`config.mk`:
```
export PLATFORM = sky130hd
export DESIGN_NAME = dea_stream_controller_flat
export DESIGN_NICKNAME = d
export VERILOG_FILES = /design/src/rtl/dea_stream_controller_pkg.sv /design/src/rtl/dea_stream_controller_if.sv /design/src/rtl/dea_stream_controller_key_ring.sv /design/src/rtl/dea_stream_controller.sv /design/src/flat_wrapper.sv
export SDC_FILE = /design/constraint.sdc
export NUM_CORES = 1
export LEC_CHECK = 0
export ABC_AREA = 1
export BUFFER_PORTS_ARGS = -buffer_cell sky130_fd_sc_hd__buf_4
export CORE_MARGIN = 1
export CORE_UTILIZATION = 59
export DETAILED_ROUTE_END_ITERATION = 16
export PLACE_DENSITY = 0.87
export SLEW_MARGIN = 40
export SYNTH_ARGS = -nofsm -noshare
export SYNTH_HDL_FRONTEND = slang
export SYNTH_HIERARCHICAL = 1
export SYNTH_SLANG_ARGS = --single-unit
export TNS_END_PERCENT = 1
```
`constraint.sdc`:
```
create_clock -name Clk -period 2.1 [get_ports Clk]
set_clock_uncertainty 0.05 [all_clocks]
set_input_delay 0.21 -clock Clk [delete_from_list [all_inputs] [get_ports Clk]]
set_output_delay 0.21 -clock Clk [all_outputs]
set_load 0.005 [all_outputs]
```
`src/rtl/dea_stream_controller_pkg.sv`:
```
// Shared types and constants for the DEA stream controller.
// Holds the FSM encodings, key ring geometry and the active-key clamp.
package dea_stream_controller_pkg;

  localparam int KEY_DEPTH = 16;
  localparam int KEY_AW    = 4;
  localparam int BW        = 8;

  localparam logic [2:0] S_IDLE  = 3'd0;
  localparam logic [2:0] S_FETCH = 3'd1;
  localparam logic [2:0] S_WAIT  = 3'd2;
  localparam logic [2:0] S_CAPT  = 3'd3;
  localparam logic [2:0] S_EMIT  = 3'd4;
  localparam logic [2:0] S_DONE  = 3'd5;

  localparam logic [KEY_AW:0] KEY_MAX = (KEY_AW+1)'(KEY_DEPTH);

  typedef logic [BW-1:0] byte_t;

  typedef struct packed {
    byte_t           size;
    logic [KEY_AW:0] nkeys;
  } cfg_t;

  // Zero keys means one key; anything past the ring size uses the whole ring.
  function automatic logic [KEY_AW:0] eff_keys(
    input logic [KEY_AW:0] n
  );
    if (n == '0)
      return (KEY_AW+1)'(1);
    if (n > KEY_MAX)
      return KEY_MAX;
    return n;
  endfunction

endpackage

```
`src/rtl/dea_stream_controller_if.sv`:
```
// Bundle of host, key, stream and datapath signals for the controller.
// master is the controller side, slave is the surrounding system.
interface dea_stream_controller_if;
  import dea_stream_controller_pkg::*;

  logic              Start;
  byte_t             Id;
  byte_t             SizeOfData;
  logic [KEY_AW:0]   NumberOfKeys;
  logic              KeyWe;
  logic [KEY_AW-1:0] KeyAddr;
  byte_t             KeyData;
  byte_t             InData;
  logic              InValid;
  logic              InReady;
  byte_t             EncDataIn;
  byte_t             EncKey;
  logic              EncAck;
  byte_t             EncDataOut;
  logic              EncReady;
  byte_t             OutData;
  byte_t             OutId;
  logic              OutLast;
  logic              OutValid;
  logic              OutReady;
  logic              Busy;
  logic              Done;

  modport master (
    input  Start, Id, SizeOfData, NumberOfKeys,
    input  KeyWe, KeyAddr, KeyData,
    input  InData, InValid,
    output InReady,
    output EncDataIn, EncKey, EncAck,
    input  EncDataOut, EncReady,
    output OutData, OutId, OutLast, OutValid,
    input  OutReady,
    output Busy, Done
  );

  modport slave (
    output Start, Id, SizeOfData, NumberOfKeys,
    output KeyWe, KeyAddr, KeyData,
    output InData, InValid,
    input  InReady,
    input  EncDataIn, EncKey, EncAck,
    output EncDataOut, EncReady,
    input  OutData, OutId, OutLast, OutValid,
    output OutReady,
    input  Busy, Done
  );

endinterface

```
`src/rtl/dea_stream_controller_key_ring.sv`:
```
// Key register file with a read index that wraps at the active key count.
// Writes are synchronous, the current key is read combinationally.
module dea_stream_controller_key_ring
  import dea_stream_controller_pkg::*;
(
  input  logic              clk,
  input  logic              rst_n,
  input  logic              we,
  input  logic [KEY_AW-1:0] waddr,
  input  byte_t             wdata,
  input  logic [KEY_AW:0]   nkeys,
  input  logic              clr,
  input  logic              adv,
  output byte_t             key
);

  byte_t             ring [KEY_DEPTH];
  logic [KEY_AW-1:0] idx;
  logic [KEY_AW:0]   last_idx;

  assign last_idx = eff_keys(nkeys) - (KEY_AW+1)'(1);
  assign key      = ring[idx];

  always_ff @(posedge clk) begin
    if (!rst_n) begin
      for (int i = 0; i < KEY_DEPTH; i++)
        ring[i] <= '0;
      idx <= '0;
    end else begin
      if (we)
        ring[waddr] <= wdata;
      if (clr)
        idx <= '0;
      else if (adv)
        idx <= ({1'b0, idx} == last_idx) ? '0 : idx + 1'b1;
    end
  end

endmodule

```
`src/rtl/dea_stream_controller.sv`:
```
// Sequences a message byte by byte through the XOR datapath.
// Fetch, encrypt, capture, emit; the datapath is parked with Ack high.
module dea_stream_controller
  import dea_stream_controller_pkg::*;
(
  input  logic Clk,
  input  logic Rst_n,
  dea_stream_controller_if.master bus
);

  logic [2:0] state;
  cfg_t       cfg;
  byte_t      byte_cnt;
  byte_t      data_q;
  byte_t      key_q;
  byte_t      out_data;
  byte_t      out_id;
  logic       out_last;
  logic       out_valid;
  byte_t      key;
  logic       ring_we;
  logic       idx_clr;
  logic       idx_adv;
  logic       is_last;

  // Key writes and Start are only honoured while idle.
  assign ring_we = (state == S_IDLE) && bus.KeyWe;
  assign idx_clr = (state == S_IDLE) && bus.Start;
  assign idx_adv = (state == S_EMIT) && bus.OutReady;
  assign is_last = (byte_cnt == cfg.size - 8'd1);

  dea_stream_controller_key_ring u_ring (
    .clk   (Clk),
    .rst_n (Rst_n),
    .we    (ring_we),
    .waddr (bus.KeyAddr),
    .wdata (bus.KeyData),
    .nkeys (cfg.nkeys),
    .clr   (idx_clr),
    .adv   (idx_adv),
    .key   (key)
  );

  always_ff @(posedge Clk) begin
    if (!Rst_n) begin
      state     <= S_IDLE;
      cfg       <= '0;
      byte_cnt  <= '0;
      data_q    <= '0;
      key_q     <= '0;
      out_data  <= '0;
      out_id    <= '0;
      out_last  <= 1'b0;
      out_valid <= 1'b0;
    end else begin
      unique case (state)
        S_IDLE: begin
          if (bus.Start) begin
            cfg.size  <= bus.SizeOfData;
            cfg.nkeys <= bus.NumberOfKeys;
            out_id    <= bus.Id;
            byte_cnt  <= '0;
            state     <= (bus.SizeOfData == '0) ? S_DONE : S_FETCH;
          end
        end
        S_FETCH: begin
          if (bus.InValid) begin
            data_q <= bus.InData;
            key_q  <= key;
            state  <= S_WAIT;
          end
        end
        S_WAIT: begin
          state <= S_CAPT;
        end
        S_CAPT: begin
          if (bus.EncReady) begin
            out_data  <= bus.EncDataOut;
            out_last  <= is_last;
            out_valid <= 1'b1;
            state     <= S_EMIT;
          end
        end
        S_EMIT: begin
          if (bus.OutReady) begin
            out_valid <= 1'b0;
            byte_cnt  <= byte_cnt + 8'd1;
            state     <= out_last ? S_DONE : S_FETCH;
          end
        end
        S_DONE: begin
          state <= S_IDLE;
        end
        default: begin
          state <= S_IDLE;
        end
      endcase
    end
  end

  assign bus.InReady   = (state == S_FETCH);
  assign bus.EncAck    = !((state == S_WAIT) || (state == S_CAPT));
  assign bus.EncDataIn = data_q;
  assign bus.EncKey    = key_q;
  assign bus.OutData   = out_data;
  assign bus.OutId     = out_id;
  assign bus.OutLast   = out_last;
  assign bus.OutValid  = out_valid;
  assign bus.Busy      = (state != S_IDLE);
  assign bus.Done      = (state == S_DONE);

endmodule

```
`src/flat_wrapper.sv`:
```
// flat-port wrapper written by rule: the top's interface ports become plain ports
module dea_stream_controller_flat import dea_stream_controller_pkg::*;
  (Clk, Rst_n, bus_Start, bus_Id, bus_SizeOfData, bus_NumberOfKeys, bus_KeyWe, bus_KeyAddr, bus_KeyData, bus_InData, bus_InValid, bus_InReady, bus_EncDataIn, bus_EncKey, bus_EncAck, bus_EncDataOut, bus_EncReady, bus_OutData, bus_OutId, bus_OutLast, bus_OutValid, bus_OutReady, bus_Busy, bus_Done);
  dea_stream_controller_if bus_i ();
  input  logic Clk;
  input  logic Rst_n;
  input wire logic [$bits(bus_i.Start)-1:0] bus_Start;
  input wire logic [$bits(bus_i.Id)-1:0] bus_Id;
  input wire logic [$bits(bus_i.SizeOfData)-1:0] bus_SizeOfData;
  input wire logic [$bits(bus_i.NumberOfKeys)-1:0] bus_NumberOfKeys;
  input wire logic [$bits(bus_i.KeyWe)-1:0] bus_KeyWe;
  input wire logic [$bits(bus_i.KeyAddr)-1:0] bus_KeyAddr;
  input wire logic [$bits(bus_i.KeyData)-1:0] bus_KeyData;
  input wire logic [$bits(bus_i.InData)-1:0] bus_InData;
  input wire logic [$bits(bus_i.InValid)-1:0] bus_InValid;
  output wire logic [$bits(bus_i.InReady)-1:0] bus_InReady;
  output wire logic [$bits(bus_i.EncDataIn)-1:0] bus_EncDataIn;
  output wire logic [$bits(bus_i.EncKey)-1:0] bus_EncKey;
  output wire logic [$bits(bus_i.EncAck)-1:0] bus_EncAck;
  input wire logic [$bits(bus_i.EncDataOut)-1:0] bus_EncDataOut;
  input wire logic [$bits(bus_i.EncReady)-1:0] bus_EncReady;
  output wire logic [$bits(bus_i.OutData)-1:0] bus_OutData;
  output wire logic [$bits(bus_i.OutId)-1:0] bus_OutId;
  output wire logic [$bits(bus_i.OutLast)-1:0] bus_OutLast;
  output wire logic [$bits(bus_i.OutValid)-1:0] bus_OutValid;
  input wire logic [$bits(bus_i.OutReady)-1:0] bus_OutReady;
  output wire logic [$bits(bus_i.Busy)-1:0] bus_Busy;
  output wire logic [$bits(bus_i.Done)-1:0] bus_Done;
  assign bus_i.Start = bus_Start;
  assign bus_i.Id = bus_Id;
  assign bus_i.SizeOfData = bus_SizeOfData;
  assign bus_i.NumberOfKeys = bus_NumberOfKeys;
  assign bus_i.KeyWe = bus_KeyWe;
  assign bus_i.KeyAddr = bus_KeyAddr;
  assign bus_i.KeyData = bus_KeyData;
  assign bus_i.InData = bus_InData;
  assign bus_i.InValid = bus_InValid;
  assign bus_InReady = bus_i.InReady;
  assign bus_EncDataIn = bus_i.EncDataIn;
  assign bus_EncKey = bus_i.EncKey;
  assign bus_EncAck = bus_i.EncAck;
  assign bus_i.EncDataOut = bus_EncDataOut;
  assign bus_i.EncReady = bus_EncReady;
  assign bus_OutData = bus_i.OutData;
  assign bus_OutId = bus_i.OutId;
  assign bus_OutLast = bus_i.OutLast;
  assign bus_OutValid = bus_i.OutValid;
  assign bus_i.OutReady = bus_OutReady;
  assign bus_Busy = bus_i.Busy;
  assign bus_Done = bus_i.Done;
  dea_stream_controller u_core (.Clk(Clk), .Rst_n(Rst_n), .bus(bus_i));
endmodule
```
======== Word-level counts from Yosys, hierarchy flattened ========
Memory sizes are Yosys's and may differ from the RTL's. A register that Yosys moved wholly into a read port is not among the register bits.
Index checks and enable logic that the tools add are counted.
storage, ports and cells
  flip-flop bits (word level) ............. 54
  bits in latches ......................... 0
  RAM bits ................................ 128
  ROM bits ................................ 0
  input bits .............................. 56
  output and inout port bits .............. 38
  word-level logic and storage cells ...... 76
  memories kept ........................... 1
cells by class
  $add $sub $neg .......................... 4
  $mul .................................... 0
  div/mod/pow operators ................... 0
  magnitude comparators ................... 1
  equal/unequal tests ..................... 11
  shift operators ......................... 0
  muxes and demuxes ....................... 28
  bitwise operators ....................... 1
  reduce and logical (&&, ||, !) cells .... 20
memories
  name                words  width  rd ports  clocked after Yosys merged registers in  wr ports  RTL line                              text
  u_core.u_ring.ring  16     8      1         1                                        16        dea_stream_controller_key_ring.sv:17  byte_t ring [KEY_DEPTH];
operators by type and width
  kind                 number
  $mux 8               3
  $mux 5               4
  $mux 3               6
  $pmux 8 s2           1
  $pmux 3 s5           1
  $mux 1               10
  $add 8x1->8 const B  1
  $eq 8x8->1           1
  $logic_not 8->1      1
  $mux 4               2
  $ne 2x2->1 const B   4
  $reduce_or 8->1      1
  $sub 8x1->8 const B  1
  $eq 3x2->1 const B   2
  $eq 3x3->1 const B   2
  $reduce_and 2->1     3
  $reduce_and 3->1     2
  $eq 4x5->1           1
  $gt 5x5->1 const B   1
  $logic_not 5->1      1
  $sub 5x1->5 const B  1
  $add 4x1->4 const B  1
  $reduce_and 4->1     1
  $reduce_bool 2->1    2
  other kinds (9)      12

======== Logic depth before layout (Yosys ltp) ========
  depth in word-level cells ............... 8
  gate-level depth with buffers ........... 14
  mapped depth without buffers ............ 14

======== Cells and area by module ========
Netlist, hierarchy kept.
modules (own cells, without submodules)
  module                          times used  cells each  area an instance (um^2)  seq. area each (um^2)
  dea_stream_controller_key_ring  1           602         6379.9                   4003.8
  dea_stream_controller           1           363         2687.6                   1161.1

======== Worst setup path before layout ========
Ideal clock, no wire load.
  path type ............................... register -> register
  start ................................... reg u_core.state[1]
  end ..................................... mem u_core/u_ring/ring[0][0] (netlist name) (enable)
  library setup time ...................... 0.329 ns
  arrival ................................. 1.627 ns
  data required time ...................... 1.721 ns
  path slack .............................. 0.095 ns
  stages on the path, launching flop included .. 10
  buffers on the path ..................... 0
  clock period less this slack ............ 2.005 ns
  cell sequence ........................... dfxtp_1 > inv_2 > nand2_4 > nor2_4 > inv_1 > nor2_1 > nand2_1 > nor3_4 > nand2_2 > nand2_1
RTL lines
  element                 RTL line                              text
  from (decl)             dea_stream_controller.sv:11           logic [2:0] state;
  from (signal assigned)  dea_stream_controller.sv:63           state <= (bus.SizeOfData == '0) ? S_DONE : S_FETCH;
  from (signal assigned)  dea_stream_controller.sv:88           state <= out_last ? S_DONE : S_FETCH;
  to (decl)               dea_stream_controller_key_ring.sv:17

==> impl_metrics.toml <==
[setup_path]
ff2ff_setup_slack_ns = 0.08
cp-end-kind = "register"
cp.arrival_ns = 2.10
critPathKind = "reg2reg"
cp_max_fo = 8
rr_startpoint = "u_core/state[0]$_SDFFE_PN0P_"
r2r_cells = 10
r2r_end = "u_core/u_ring/ring[11][0]$_SDFFCE_PN0P_"
cp-start-kind = "register"
worstPathRequired_ns = 2.18

[clocking]
cts_root_buffer = "clkbuf_16"
cts_tree = "built"
cts_made_buffers = 17
cts.path.max_buffers = 2
insertion_delay_ns = 0.44
clkSinkCount = 194
htree_levels = 4
clkTransAtPathRegs_ns = 0.07

[synthesis]
ys_ff_latch = 194
synth_top_area_cell = "edfxtp_1"
syn_avg_cell_area_um2 = 9.40
synth.net_count = 1025
async_flop_share_pct = 0
synth_cell_types = 42
yosysWarnings = 6
synth_edf_count = 128
yosysSeqAreaShare_pct = 57.0
synthTopCellsByArea = "edfxtp_1, dfxtp_1, nor2_1"
synthTopCellsByCount = "nor2_1, edfxtp_1, nand2_1"
postSynthCellCount = 965
synth_most_common_cell = "nor2_1"
synth_top_area_share_pct = 42.4
syn_area_um2 = 9070
synthFlopType = "edfxtp_1"

[detailed_routing]
vias = 7600
drc_errors = 0
drt_pass1_iterations = 5
viasPerCell = 5.85
drtAntennaViolNets = 0
wl_per_cell_um = 18.2
drtIter0Drc = 875
wl_um = 23600

[grt]
antenna_found_initial = 0
overflow = 0
grt_max_degree = 52
grt.total_usage_pct = 30.0
grt_pass1_vias = 7047
grt_pass1_wl_um = 36200

[pwr]
p_int_mw = 6.84
seqPwrFrac_pct = 47.7
power_mw = 9.22
static-leakage-power_nw = 4.56
p_switching_mw = 2.39
peakVddDrop_uv = 725
clkPwrFrac_pct = 37.2
swShare_pct = 25.9
powerDensity_nw_per_um2 = 839
p_comb_share_pct = 15.1

[worst_hold_path]
hold_depth = 3
whs_endpoint = "u_core/bus.OutData[5]$_SDFFE_PN0P_"
hp-start = "bus_EncDataOut[5]"
min_path_type = "in2reg"

[place]
place_congestion = 0.868
place_area_um2 = 10100
dp_hpwl_um = 15000
place_ws_ns = -0.0800
dpl.cell_count = 1242
io_buffer_count = 93

[timing]
worstMarginPinSlew_ns = 0.768
drv_slew = 0
final_hold_viol_count = 0
period_needed_ns = 2.02
whs_ns = 0.0116
fmax_ghz = 0.495
slew_headroom_pct = 48.7
setup_ws_ns = 0.0813
final-setup-viol-count = 0
period_share_pct = 96.1
setup_tns_ns = 0

[finish]
area_delta_synth_final_pct = 21.2
diodes = 0
stdcell_count = 1299
final_area_um2 = 11000
fin_nets = 1162
drive_gt1_share_pct = 21.1
utilization_pct = 74.5

[die]
num_io_pins = 94
coreArea_um2 = 14800
initial_core_util_pct = 61.5
die_h_um = 126
die_x_um = 126
dieArea_um2 = 15900
rows = 44

[run]
maxCapViolCount = 0

[outcome]
status = "complete, no violations"
## power by group through the flow
stage               sequential, mW  clock (mW)  combinational (mW)
floorplan                     4.46           0               0.848
global placement              4.46           0                1.26
detailed placement            4.47           0                1.30
CTS                           4.39        3.46                1.35
global route                  4.41        3.60                1.54
finish                        4.40        3.43                1.39
## per-layer routing
metal  wire (um)  GRT usage [%]  vias to the layer above
met1        8830           38.3                     3538
met2       11700           50.6                      494
met4         649           13.0                        0
met5           0              0                        -
met3        2440           4.93                       62
li1            -              -                     3506
## critical path, stage by stage (launching register included)
cell and delay (ns):
dfxtp_1 0.32, inv_2 0.10, nand2_4 0.09, nor2_4 0.10, inv_1 0.07, nor2_1 0.13, nand2_2 0.20, nor3_4 0.22
buf_4 0.18, nand2_2 0.07, nand2_2 0.17
## layout make-up
cell class	instances	area, um^2
sequential	194	5170
fill	914	3760
multi-input combinational	624	3270
timing repair buffer	162	1300
clock buffer	21	482
inverter	103	389
tap	184	230
clock inverter	11	146
## placed cells by master, fill, tap and decap left out, types with 2 or more instances in the layout
| master | synthesis | final |
|---|---|---|
| nand4_1 | 5 | 5 |
| nand2_1 | 126 | 107 |
| o21ai_1 | 4 | 4 |
| edfxtp_1 | 128 | 128 |
| a21oi_1 | 73 | 73 |
| buf_4 | 2 | 136 |
| nor2_2 | 2 | 2 |
| inv_1 | 98 | 98 |
| nand2_4 | 5 | 5 |
| nand2_2 | 20 | 39 |
| xnor2_1 | 3 | 3 |
| nor2_4 | 3 | 3 |
| nor3_1 | 6 | 6 |
| buf_12 | 2 | 2 |
| nand3_1 | 25 | 25 |
| nor4_1 | 2 | 2 |
| o211ai_1 | 32 | 32 |
| nor2_1 | 188 | 188 |
| clkbuf_8 | 0 | 2 |
| inv_4 | 1 | 5 |
| clkbuf_16 | 0 | 18 |
| ha_1 | 4 | 4 |
| clkinv_4 | 0 | 2 |
| nor3_4 | 4 | 4 |
| dfxtp_1 | 66 | 65 |
| dlygate4sd3_1 | 0 | 24 |
| o21ai_0 | 73 | 73 |
| or2_2 | 3 | 3 |
| xor2_1 | 6 | 6 |
| mux2i_1 | 32 | 32 |
| bufinv_16 | 0 | 3 |
| inv_2 | 3 | 3 |
## worst max-delay path by stage
stage                                            start                                      end  cells after the start
final                     u_core/state[0]$_SDFFE_PN0P_  u_core/u_ring/ring[11][0]$_SDFFCE_PN0P_                     10
after global routing        u_core/cfg[3]$_SDFFE_PN0P_                                 register                     14
after CTS                 u_core/state[0]$_SDFFE_PN0P_  u_core/u_ring/ring[10][4]$_SDFFCE_PN0P_                     10
after detailed placement  u_core/state[0]$_SDFFE_PN0P_  u_core/u_ring/ring[10][7]$_SDFFCE_PN0P_                      9
after global placement    u_core/state[0]$_SDFFE_PN0P_  u_core/u_ring/ring[10][0]$_SDFFCE_PN0P_                      9
after floorplan           u_core/state[1]$_SDFFE_PN0P_   u_core/u_ring/ring[0][0]$_SDFFCE_PN0P_                      9
## registers in the layout, summed over array words and instances, names as in the netlist, 4 cells and up, named ones only
name                  cells
u_core/bus.OutData        8
u_core/u_ring/ring      128
u_core/bus.OutId          8
u_core/bus.EncDataIn      8
u_core/cfg               13
u_core/u_ring/idx         4
u_core/bus.EncKey         8
u_core/byte_cnt           8
## cells by family (layout without fill, tap and decap cells)
kind of cell / after synthesis / in the layout / share of synthesized area, %
AOI/OAI and AO/OA: 183 / 183 / 11.0
xor gates and xnor gates: 9 / 9 / 0.869
adders and majority gates: 4 / 4 / 0.552
buffers and inverters: 147 / 297 / 7.46
DFF: 194 / 194 / 57.0
muxes: 32 / 32 / 3.53
and+or+nand+nor: 396 / 396 / 19.6
## timing repair
item | CTS | global route
endpoints found under the setup margin | 128 | 134
gates resized for setup | 1 | 18
hold buffers | 24 | 0
hold endpoints to repair | 24 | 0
cloned | 0 | 0
pin swaps | 1 | 0
buffers inserted | 1 | 0
(Power assumes the default switching activity.)
